==> config.mk <==
export PLATFORM = sky130hd
export DESIGN_NAME = asrm_mem_seq_flat
export DESIGN_NICKNAME = d
export VERILOG_FILES = /design/src/rtl/asrm_mem_seq_if.sv /design/src/rtl/asrm_mem_seq.sv /design/src/flat_wrapper.sv
export SDC_FILE = /design/constraint.sdc
export NUM_CORES = 1
export LEC_CHECK = 0
export BUFFER_PORTS_ARGS = -buffer_cell sky130_fd_sc_hd__buf_2
export CAP_MARGIN = 20
export CELL_PAD_IN_SITES_DETAIL_PLACEMENT = 2
export CELL_PAD_IN_SITES_GLOBAL_PLACEMENT = 2
export CORE_UTILIZATION = 30
export DETAILED_ROUTE_END_ITERATION = 10
export GPL_ROUTABILITY_DRIVEN = 0
export PLACE_DENSITY = 0.82
export SLEW_MARGIN = 10
export SYNTH_ARGS = -nofsm -noshare
export SYNTH_HDL_FRONTEND = slang
export SYNTH_SLANG_ARGS = --single-unit
==> constraint.sdc <==
create_clock -name clk -period 2.4 [get_ports clk]
set_input_delay 0.36 -clock clk [delete_from_list [all_inputs] [get_ports clk]]
set_output_delay 0.36 -clock clk [all_outputs]
set_load 0.01 [all_outputs]
==> src/rtl/asrm_mem_seq_if.sv <==
// RAM-side request/acknowledge bus between the asrm memory sequencer (master)
// and a memory of arbitrary latency (slave).
interface asrm_mem_seq_if #(
  parameter int wordsize = 16
) ();
  logic [wordsize-1:0] mem_addr;
  logic [wordsize-1:0] mem_wdata;
  logic                mem_we;
  logic                mem_req;
  logic                mem_ack;
  logic [wordsize-1:0] mem_rdata;

  modport master (
    output mem_addr,
    output mem_wdata,
    output mem_we,
    output mem_req,
    input  mem_ack,
    input  mem_rdata
  );

  modport slave (
    input  mem_addr,
    input  mem_wdata,
    input  mem_we,
    input  mem_req,
    output mem_ack,
    output mem_rdata
  );
endinterface

==> src/rtl/asrm_mem_seq.sv <==
// CPU<->RAM access sequencer for the asrm core: fetches one instruction, then
// runs at most one data access (load/store/push/pop/call/ret) over a req/ack bus.
module asrm_mem_seq #(
  parameter int wordsize    = 16,
  parameter int INSTR_WIDTH = 8,
  parameter int TIMEOUT     = 0
) (
  input  logic                   clk,
  input  logic                   reset,
  input  logic [wordsize-1:0]    workingRegister,
  input  logic [wordsize-1:0]    programCounter,
  input  logic [wordsize-1:0]    stackPointer,
  input  logic [wordsize-1:0]    otherRegister,
  input  logic                   op_valid,
  input  logic [2:0]             op,
  output logic [INSTR_WIDTH-1:0] instruction,
  output logic                   instr_valid,
  output logic [wordsize-1:0]    out,
  output logic                   done,
  output logic                   busy,
  output logic                   bus_error,
  asrm_mem_seq_if.master         mem
);

  localparam logic [1:0] S_FETCH = 2'd0;
  localparam logic [1:0] S_EXEC  = 2'd1;
  localparam logic [1:0] S_DATA  = 2'd2;
  localparam logic [1:0] S_DONE  = 2'd3;

  localparam logic [2:0] OP_NONE  = 3'd0;
  localparam logic [2:0] OP_LOAD  = 3'd1;
  localparam logic [2:0] OP_STORE = 3'd2;
  localparam logic [2:0] OP_PUSH  = 3'd3;
  localparam logic [2:0] OP_POP   = 3'd4;
  localparam logic [2:0] OP_CALL  = 3'd5;
  localparam logic [2:0] OP_RET   = 3'd6;
  localparam logic [2:0] OP_NOP7  = 3'd7;

  // The counter only has to reach TIMEOUT-1; the cycle after that is the timeout.
  localparam int            TW      = (TIMEOUT > 1) ? $clog2(TIMEOUT) : 1;
  localparam logic [TW-1:0] TO_LAST = TW'((TIMEOUT > 0) ? TIMEOUT - 1 : 0);

  logic [1:0]          state;
  logic [1:0]          state_next;
  logic [2:0]          op_q;
  logic                req_q;
  logic                we_q;
  logic [wordsize-1:0] addr_q;
  logic [wordsize-1:0] wdata_q;
  logic [wordsize-1:0] wr_q;
  logic [TW-1:0]       to_cnt;

  logic                ack_hit;
  logic                to_hit;
  logic                op_access;
  logic                op_read;
  logic [wordsize-1:0] acc_addr;
  logic                acc_we;
  logic [wordsize-1:0] acc_wdata;

  assign ack_hit   = req_q && mem.mem_ack;
  // Ack in the final allowed cycle takes priority over the timeout.
  assign to_hit    = (TIMEOUT > 0) && req_q && !mem.mem_ack && (to_cnt == TO_LAST);
  assign op_access = (op != OP_NONE) && (op != OP_NOP7);
  assign op_read   = (op_q == OP_LOAD) || (op_q == OP_POP) || (op_q == OP_RET);

  assign mem.mem_addr  = addr_q;
  assign mem.mem_wdata = wdata_q;
  assign mem.mem_we    = we_q;
  assign mem.mem_req   = req_q;

  // Data-access address/write data, decoded from the CPU registers at EXEC exit.
  always_comb begin
    // NOTE: every always_comb output gets a default first so no path can infer a latch.
    acc_addr  = otherRegister;
    acc_we    = 1'b0;
    acc_wdata = '0;
    case (op)
      OP_STORE: begin
        acc_we    = 1'b1;
        acc_wdata = workingRegister;
      end
      OP_PUSH: begin
        acc_addr  = stackPointer;
        acc_we    = 1'b1;
        acc_wdata = workingRegister;
      end
      OP_POP, OP_RET: acc_addr = stackPointer - wordsize'(1);
      OP_CALL: begin
        acc_addr  = stackPointer;
        acc_we    = 1'b1;
        acc_wdata = programCounter;
      end
      default: ;
    endcase
  end

  always_comb begin
    state_next = state;
    case (state)
      S_FETCH: if (ack_hit) state_next = S_EXEC;
      S_EXEC:  if (op_valid) state_next = op_access ? S_DATA : S_FETCH;
      S_DATA:  if (ack_hit || to_hit) state_next = S_DONE;
      default: state_next = S_FETCH;
    endcase
  end

  always_ff @(posedge clk or negedge reset) begin
    if (!reset) begin
      state       <= S_FETCH;
      op_q        <= OP_NONE;
      req_q       <= 1'b0;
      we_q        <= 1'b0;
      addr_q      <= '0;
      wdata_q     <= '0;
      wr_q        <= '0;
      to_cnt      <= '0;
      instruction <= '0;
      instr_valid <= 1'b0;
      out         <= '0;
      done        <= 1'b0;
      busy        <= 1'b0;
      bus_error   <= 1'b0;
    end else begin
      // NOTE: non-blocking assignments throughout, so every register sees pre-edge values.
      state       <= state_next;
      busy        <= (state_next != S_EXEC);
      done        <= (state == S_DATA) && (state_next == S_DONE);
      instr_valid <= (state == S_FETCH) && ack_hit;
      to_cnt      <= (req_q && !mem.mem_ack && !to_hit) ? to_cnt + TW'(1) : '0;

      case (state)
        S_FETCH: begin
          // Each access opens with a req-low cycle, which also spaces back-to-back requests.
          if (!req_q) begin
            req_q   <= 1'b1;
            we_q    <= 1'b0;
            addr_q  <= programCounter;
            wdata_q <= '0;
          end else if (ack_hit) begin
            req_q       <= 1'b0;
            instruction <= mem.mem_rdata[INSTR_WIDTH-1:0];
          end else if (to_hit) begin
            req_q     <= 1'b0;
            bus_error <= 1'b1;
          end
        end
        S_EXEC: begin
          if (op_valid && op_access) begin
            op_q    <= op;
            wr_q    <= workingRegister;
            addr_q  <= acc_addr;
            we_q    <= acc_we;
            wdata_q <= acc_wdata;
          end
        end
        S_DATA: begin
          if (!req_q) begin
            req_q <= 1'b1;
          end else if (ack_hit) begin
            req_q <= 1'b0;
            we_q  <= 1'b0;
            out   <= op_read ? mem.mem_rdata : wr_q;
          end else if (to_hit) begin
            req_q     <= 1'b0;
            we_q      <= 1'b0;
            bus_error <= 1'b1;
            out       <= '0;
          end
        end
        default: ;
      endcase
    end
  end

endmodule

==> src/flat_wrapper.sv <==
// flat-port wrapper written by rule: the top's interface ports become plain ports
module asrm_mem_seq_flat 
#(
  parameter int wordsize    = 16,
  parameter int INSTR_WIDTH = 8,
  parameter int TIMEOUT     = 0
)
  (clk, reset, workingRegister, programCounter, stackPointer, otherRegister, op_valid, op, instruction, instr_valid, out, done, busy, bus_error, mem_mem_addr, mem_mem_wdata, mem_mem_we, mem_mem_req, mem_mem_ack, mem_mem_rdata);
  asrm_mem_seq_if #(.wordsize(wordsize)) mem_i ();
  input  logic clk;
  input  logic reset;
  input  logic [wordsize-1:0] workingRegister;
  input  logic [wordsize-1:0] programCounter;
  input  logic [wordsize-1:0] stackPointer;
  input  logic [wordsize-1:0] otherRegister;
  input  logic op_valid;
  input  logic [2:0] op;
  output logic [INSTR_WIDTH-1:0] instruction;
  output logic instr_valid;
  output logic [wordsize-1:0] out;
  output logic done;
  output logic busy;
  output logic bus_error;
  output wire logic [$bits(mem_i.mem_addr)-1:0] mem_mem_addr;
  output wire logic [$bits(mem_i.mem_wdata)-1:0] mem_mem_wdata;
  output wire logic [$bits(mem_i.mem_we)-1:0] mem_mem_we;
  output wire logic [$bits(mem_i.mem_req)-1:0] mem_mem_req;
  input wire logic [$bits(mem_i.mem_ack)-1:0] mem_mem_ack;
  input wire logic [$bits(mem_i.mem_rdata)-1:0] mem_mem_rdata;
  assign mem_mem_addr = mem_i.mem_addr;
  assign mem_mem_wdata = mem_i.mem_wdata;
  assign mem_mem_we = mem_i.mem_we;
  assign mem_mem_req = mem_i.mem_req;
  assign mem_i.mem_ack = mem_mem_ack;
  assign mem_i.mem_rdata = mem_mem_rdata;
  asrm_mem_seq #(.wordsize(wordsize), .INSTR_WIDTH(INSTR_WIDTH), .TIMEOUT(TIMEOUT)) u_core (.clk(clk), .reset(reset), .workingRegister(workingRegister), .programCounter(programCounter), .stackPointer(stackPointer), .otherRegister(otherRegister), .op_valid(op_valid), .op(op), .instruction(instruction), .instr_valid(instr_valid), .out(out), .done(done), .busy(busy), .bus_error(bus_error), .mem(mem_i));
endmodule
After elaboration in Yosys (flattened, before gate mapping)
Cells that the tools add are included. W data, S select, Z words.

Register bits: 82. Input bits: 87. Output and inout port bits: 62. Logic and storage cells: 73.

$add $sub $neg: 1. Eq/ne operators: 17. Muxes and demuxes: 22. Reductions and logical operators: 21.

Operators with widths (count): $pmux W16 S2 (4); $mux W16 (5); $sub A16 B1 Y16 const B (1); $eq A3 B3 Y1 const B (5); $reduce_and A3 Y1 (3); $mux W2 (4); $ne A2 B1 Y1 const B (4); $reduce_or A2 Y1 (4); $mux W1 (7); $eq A3 B2 Y1 const B (2); $pmux W2 S3 (1); $reduce_bool A3 Y1 (2); $logic_and A1 B1 Y1 (5); $reduce_and A5 Y1 (1); $eq A2 B2 Y1 const B (2); $eq A3 B1 Y1 const B (1); $ne A3 B3 Y1 const B (1); $pmux W1 S3 (1); $reduce_or A3 Y1 (1); $eq A2 B1 Y1 const B (1); $logic_not A2 Y1 (1); $logic_or A1 B1 Y1 (2); $ne A2 B2 Y1 const B (1); $reduce_and A2 Y1 (1); $reduce_bool A2 Y1 (1).

Depth between registers and ports, before layout
Word-level depth: 7. Depth in mapped cells: 9. Gate-level depth less buffers: 7.

Worst setup path before layout
Ideal clock, no wire load.

Path type: input to register. Start point: input op[1]. End point: register u_core.addr_q[11] (netlist: u_core.mem.mem_addr[11]). Arrival time: 1.611 ns. Slack: 0.667 ns. Stages on the path: 7. Path buffers: 2. Cells stage by stage: buf_4 buf_4 mux2_1 a22o_1 a221o_1 a21oi_1 o21ai_1.

Cells in the longest elaborated chain, start to end: 5. Elaborated cells on any way between the ends: 15.

RTL lines: start, declared (RTL line flat_wrapper.sv:17) `input logic [2:0] op;`; $eq A3 B2 Y1 (tied with other cells) (RTL line asrm_mem_seq.sv:78) `case (op)`; $reduce_or A2 Y1 (no source line) (tied with other cells); $pmux W16 S2 / $logic_and A1 B1 Y1 (equally long branches) (RTL line asrm_mem_seq.sv:78, asrm_mem_seq.sv:149); $mux W16 / $ne A2 B1 Y1 (equally long branches); $pmux W16 S2 / $reduce_and A3 Y1 (equally long branches); end signal, assigned (RTL line asrm_mem_seq.sv:138) `addr_q <= programCounter;`; end signal, assigned (RTL line asrm_mem_seq.sv:152) `addr_q <= acc_addr;`; end, declared (RTL line asrm_mem_seq.sv:48) `logic [wordsize-1:0] addr_q;`.

Several ways; a longest one is shown, not always the timed one. The select of a mux whose other input is x is not followed. A chain may end at the register's enable or synchronous reset.

Worst setup path in the final report
Start point: register u_core.state[0]. End point: register u_core.addr_q[15] (netlist: u_core.mem.mem_addr[15]).

Cells in the longest elaborated chain, start to end: 3. Elaborated cells on any way between the ends: 7.

RTL lines: start, declared (RTL line asrm_mem_seq.sv:43) `logic [1:0] state;`; start signal, assigned (RTL line asrm_mem_seq.sv:126) `state <= state_next;`; $eq A2 B1 Y1 / $logic_not A2 Y1 (equally long branches) (RTL line asrm_mem_seq.sv:132) `case (state)`; $ne A2 B1 Y1 (no source line) (tied with other cells); $reduce_and A3 Y1 (no source line).

Several ways; a longest one is shown, not always the timed one.

==> metrics.txt <==
Max Fclk 0.505 GHz; fin cells 763; Leakage 0.00268 uW; Syn-to-layout area delta 28.6%; port bufs 147; clk sinks 82; CTS Root Cell clkbuf_16; Setup crit start kind flop; most frequent cells in the layout buf_2 (146), dfrtp_1 (82), nand2_1 (54); Post-CTS Repair Setup Buffers 0; clock-pin slew on the worst setup and hold paths 0.06 ns; Post-CTS Hold Buffers 0; Diodes inserted 0; Critical path buffers and inverters 1; Setup TNS 0 ns; Initial DRT Pass Iterations 6; fin nets 666; DR vias 4078; power per cell area 1140 nW/um^2; syn nets 522; Seq/Total Area, Yosys 0.469; Worst setup EP type flop; GR Util All Layers 0.224; Peak VDD IR 0.330 mV; Longest Clk Path Bufs 2; asr flop ratio synth 1.00; worst slack, placed 0.220 ns; Max Clock Skew 0.00549 ns; # resized after CTS 0; CP delay by family, top compound AO/OA/AOI/OAI gates; RSZ-0062 raised after global routing no; num ports 149; Crit Path Max Fanout 17; FP Rows 43; H-Tree Depth 3; routed length per instance 21.5 um; Post-DP HPWL 12.6 mm; Hold WC Path Type input port to async pin; Die Y 123 um; cells along the critical path nor2b_1, buf_4, o2111ai_1, a221oi_1, a32oi_1; first-pass GRT wire length 25.3 mm; Post-Syn Instances 434; Worst Slack Setup Final 0.418 ns; min Tclk post-route 1.98 ns; final number of hold-violating endpoints 0; Initial Util 0.312; Placed Cells 747; critical path required time 2.60 ns; CTS tree done; syn avg cell area 10.1 sq um; Critical Path Max Stage Delay 0.50 ns; final number of setup-violating endpoints 0; outcome complete, no violations; vias per cell 5.34; Routed Antenna Nets 0; Reg-to-Reg End u_core.mem.mem_addr[15]$_DFFE_PN0P_; max-cap violation count 0; setup slack, reg-to-reg 0.42 ns; Max stage delay cell, worst path dfrtp_1; synthesized flop and latch total 82; most common flop cell mapped by yosys dfrtp_1; layout cells sized above 1 0.384; post-synthesis cell area 4380 sq um; Iter 0 DRT Violations 129; Die W 123 um; DIE AREA 15100 sq um; final worst-path cycle share 0.826; EDFF count, synth 0; Relative slew margins 0.534; TritonCTS buffer count 9; gr ovfl total 0; commonest non-fill, non-tap cell in the layout buf_2; critical path class flop to flop; Skew-Pair Late Insertion Delay 0.34 ns; largest net degree at the start of global routing 41; core area 14000 sq um; worst r2r src u_core.state[0]$_DFF_PN0_; initial antenna violation count 1; Worst EP arrival 2.18 ns; # DRC 0; number of global-route vias before repair 4458; count of pins over their slew limit 0; Total Wirelength 16.4 mm; r2r worst-path depth 5; Slew @ Worst Pin 0.693 ns; YS warnings 0; Yosys cell types 57
## layer usage
metal | up-vias | wire (um) | track usage
li1 | 1872 | - | -
met1 | 2071 | 7280 | 0.285
met2 | 119 | 8150 | 0.396
met3 | 14 | 785 | 0.0311
met4 | 2 | 154 | 0.0579
met5 | - | 13 | 0
## cell usage after synthesis (2+ instances only)
library cell | count | area (sq um)
o31ai_1 | 2 | 15.0
inv_1 | 10 | 37.5
nand4_1 | 4 | 25.0
buf_2 | 9 | 45.0
a22oi_1 | 17 | 128
xnor2_1 | 8 | 70.1
o21ai_0 | 36 | 180
nor4_1 | 3 | 18.8
buf_4 | 8 | 60.1
a221o_1 | 7 | 70.1
a221oi_1 | 4 | 35.0
nand2b_1 | 3 | 18.8
o21ai_1 | 24 | 120
nand3b_1 | 2 | 15.0
a21oi_1 | 20 | 100
nor2b_1 | 4 | 25.0
nor3_1 | 6 | 30.0
clkbuf_1 | 9 | 33.8
nand3_1 | 4 | 20.0
or2_1 | 2 | 12.5
xor2_1 | 2 | 17.5
nor2_2 | 2 | 12.5
buf_1 | 3 | 11.3
mux2i_1 | 19 | 190
nor2_1 | 15 | 56.3
mux2_2 | 34 | 383
and3_1 | 3 | 18.8
a22o_1 | 10 | 87.6
nand2_1 | 54 | 203
dfrtp_1 | 82 | 2050
buf_6 | 2 | 22.5
## stage by stage
| step | utilization | hold WS (ns) | total power (uW) | area [sq um] |
|---|---|---|---|---|
| 2_1_floorplan | - | 0.0644 | 3940 | 4380 |
| 3_3_place_gp | 0.379 | 0.383 | 4810 | 5320 |
| 3_5_place_dp | 0.379 | 0.401 | 5000 | 5320 |
| 4_1_cts | 0.401 | 0.0393 | 6470 | 5630 |
| 5_1_grt | 0.401 | 0.0652 | 6780 | 5630 |
| 6_report | 0.401 | 0.0304 | 6390 | 5630 |
## final cells by class
cell class | count | area [sq um]
flip-flops and latches | 82 | 2050
multi-input cells | 311 | 2120
repair buffers | 164 | 891
fillers | 1530 | 8420
inverters | 10 | 37.5
clock buffers | 10 | 239
clock inverters | 6 | 65.1
well taps | 180 | 225
## registers in the layout, summed over array words and instances (netlist names)
name                  flops
u_core.mem.mem_addr      16
u_core.instruction        8
u_core.wr_q              16
u_core.done               1
u_core.mem.mem_we         1
u_core.op_q               3
u_core.busy               1
u_core.state              2
u_core.instr_valid        1
u_core.mem.mem_wdata     16
u_core.out               16
u_core.mem.mem_req        1
## worst reg2reg max path, stage by stage, from the launching register on
cell and delay, ns:
dfrtp_1 0.50, nor2b_1 0.25, buf_4 0.25, o2111ai_1 0.34, a221oi_1 0.40, a32oi_1 0.10
## power breakdown
part           leakage [uW]  internal [uW]  total [uW]  switching, uW
Clock              0.000149            837        1420            583
Combinational       0.00151           1150        2620           1470
Sequential          0.00102           1960        2350            394
Total               0.00268           3940        6390           2450
## cell families (layout without fill, tap and decap cells)
kind of cell | Yosys count | after routing | share of synthesized area
AO/OA/AOI/OAI | 134 | 134 | 0.197
AND/OR/NAND/NOR | 110 | 110 | 0.126
flip-flops | 82 | 82 | 0.469
multiplexers | 55 | 55 | 0.137
buffers and inverters | 41 | 190 | 0.0480
XOR/XNOR | 10 | 10 | 0.0200
adder cells (fa/ha/maj) | 1 | 1 | 0.00286
other | 1 | 1 | 0.000857
## worst max path at each step
stage / start / cells past startpoint / slack (ns) / end
floorplan: op[1] / 7 / 0.67 / u_core.mem.mem_addr[11]$_DFFE_PN0P_
global placement: op[1] / 7 / 0.39 / u_core.mem.mem_addr[15]$_DFFE_PN0P_
detailed placement: op[1] / 6 / 0.22 / u_core.mem.mem_addr[10]$_DFFE_PN0P_
CTS: u_core.state[0]$_DFF_PN0_ / 6 / 0.39 / u_core.mem.mem_addr[15]$_DFFE_PN0P_
global route: u_core.state[0]$_DFF_PN0_ / 5 / 0.29 / u_core.mem.mem_addr[15]$_DFFE_PN0P_
finish: u_core.state[0]$_DFF_PN0_ / 5 / 0.42 / u_core.mem.mem_addr[15]$_DFFE_PN0P_
Note: power is estimated with default switching activity, not from simulation.
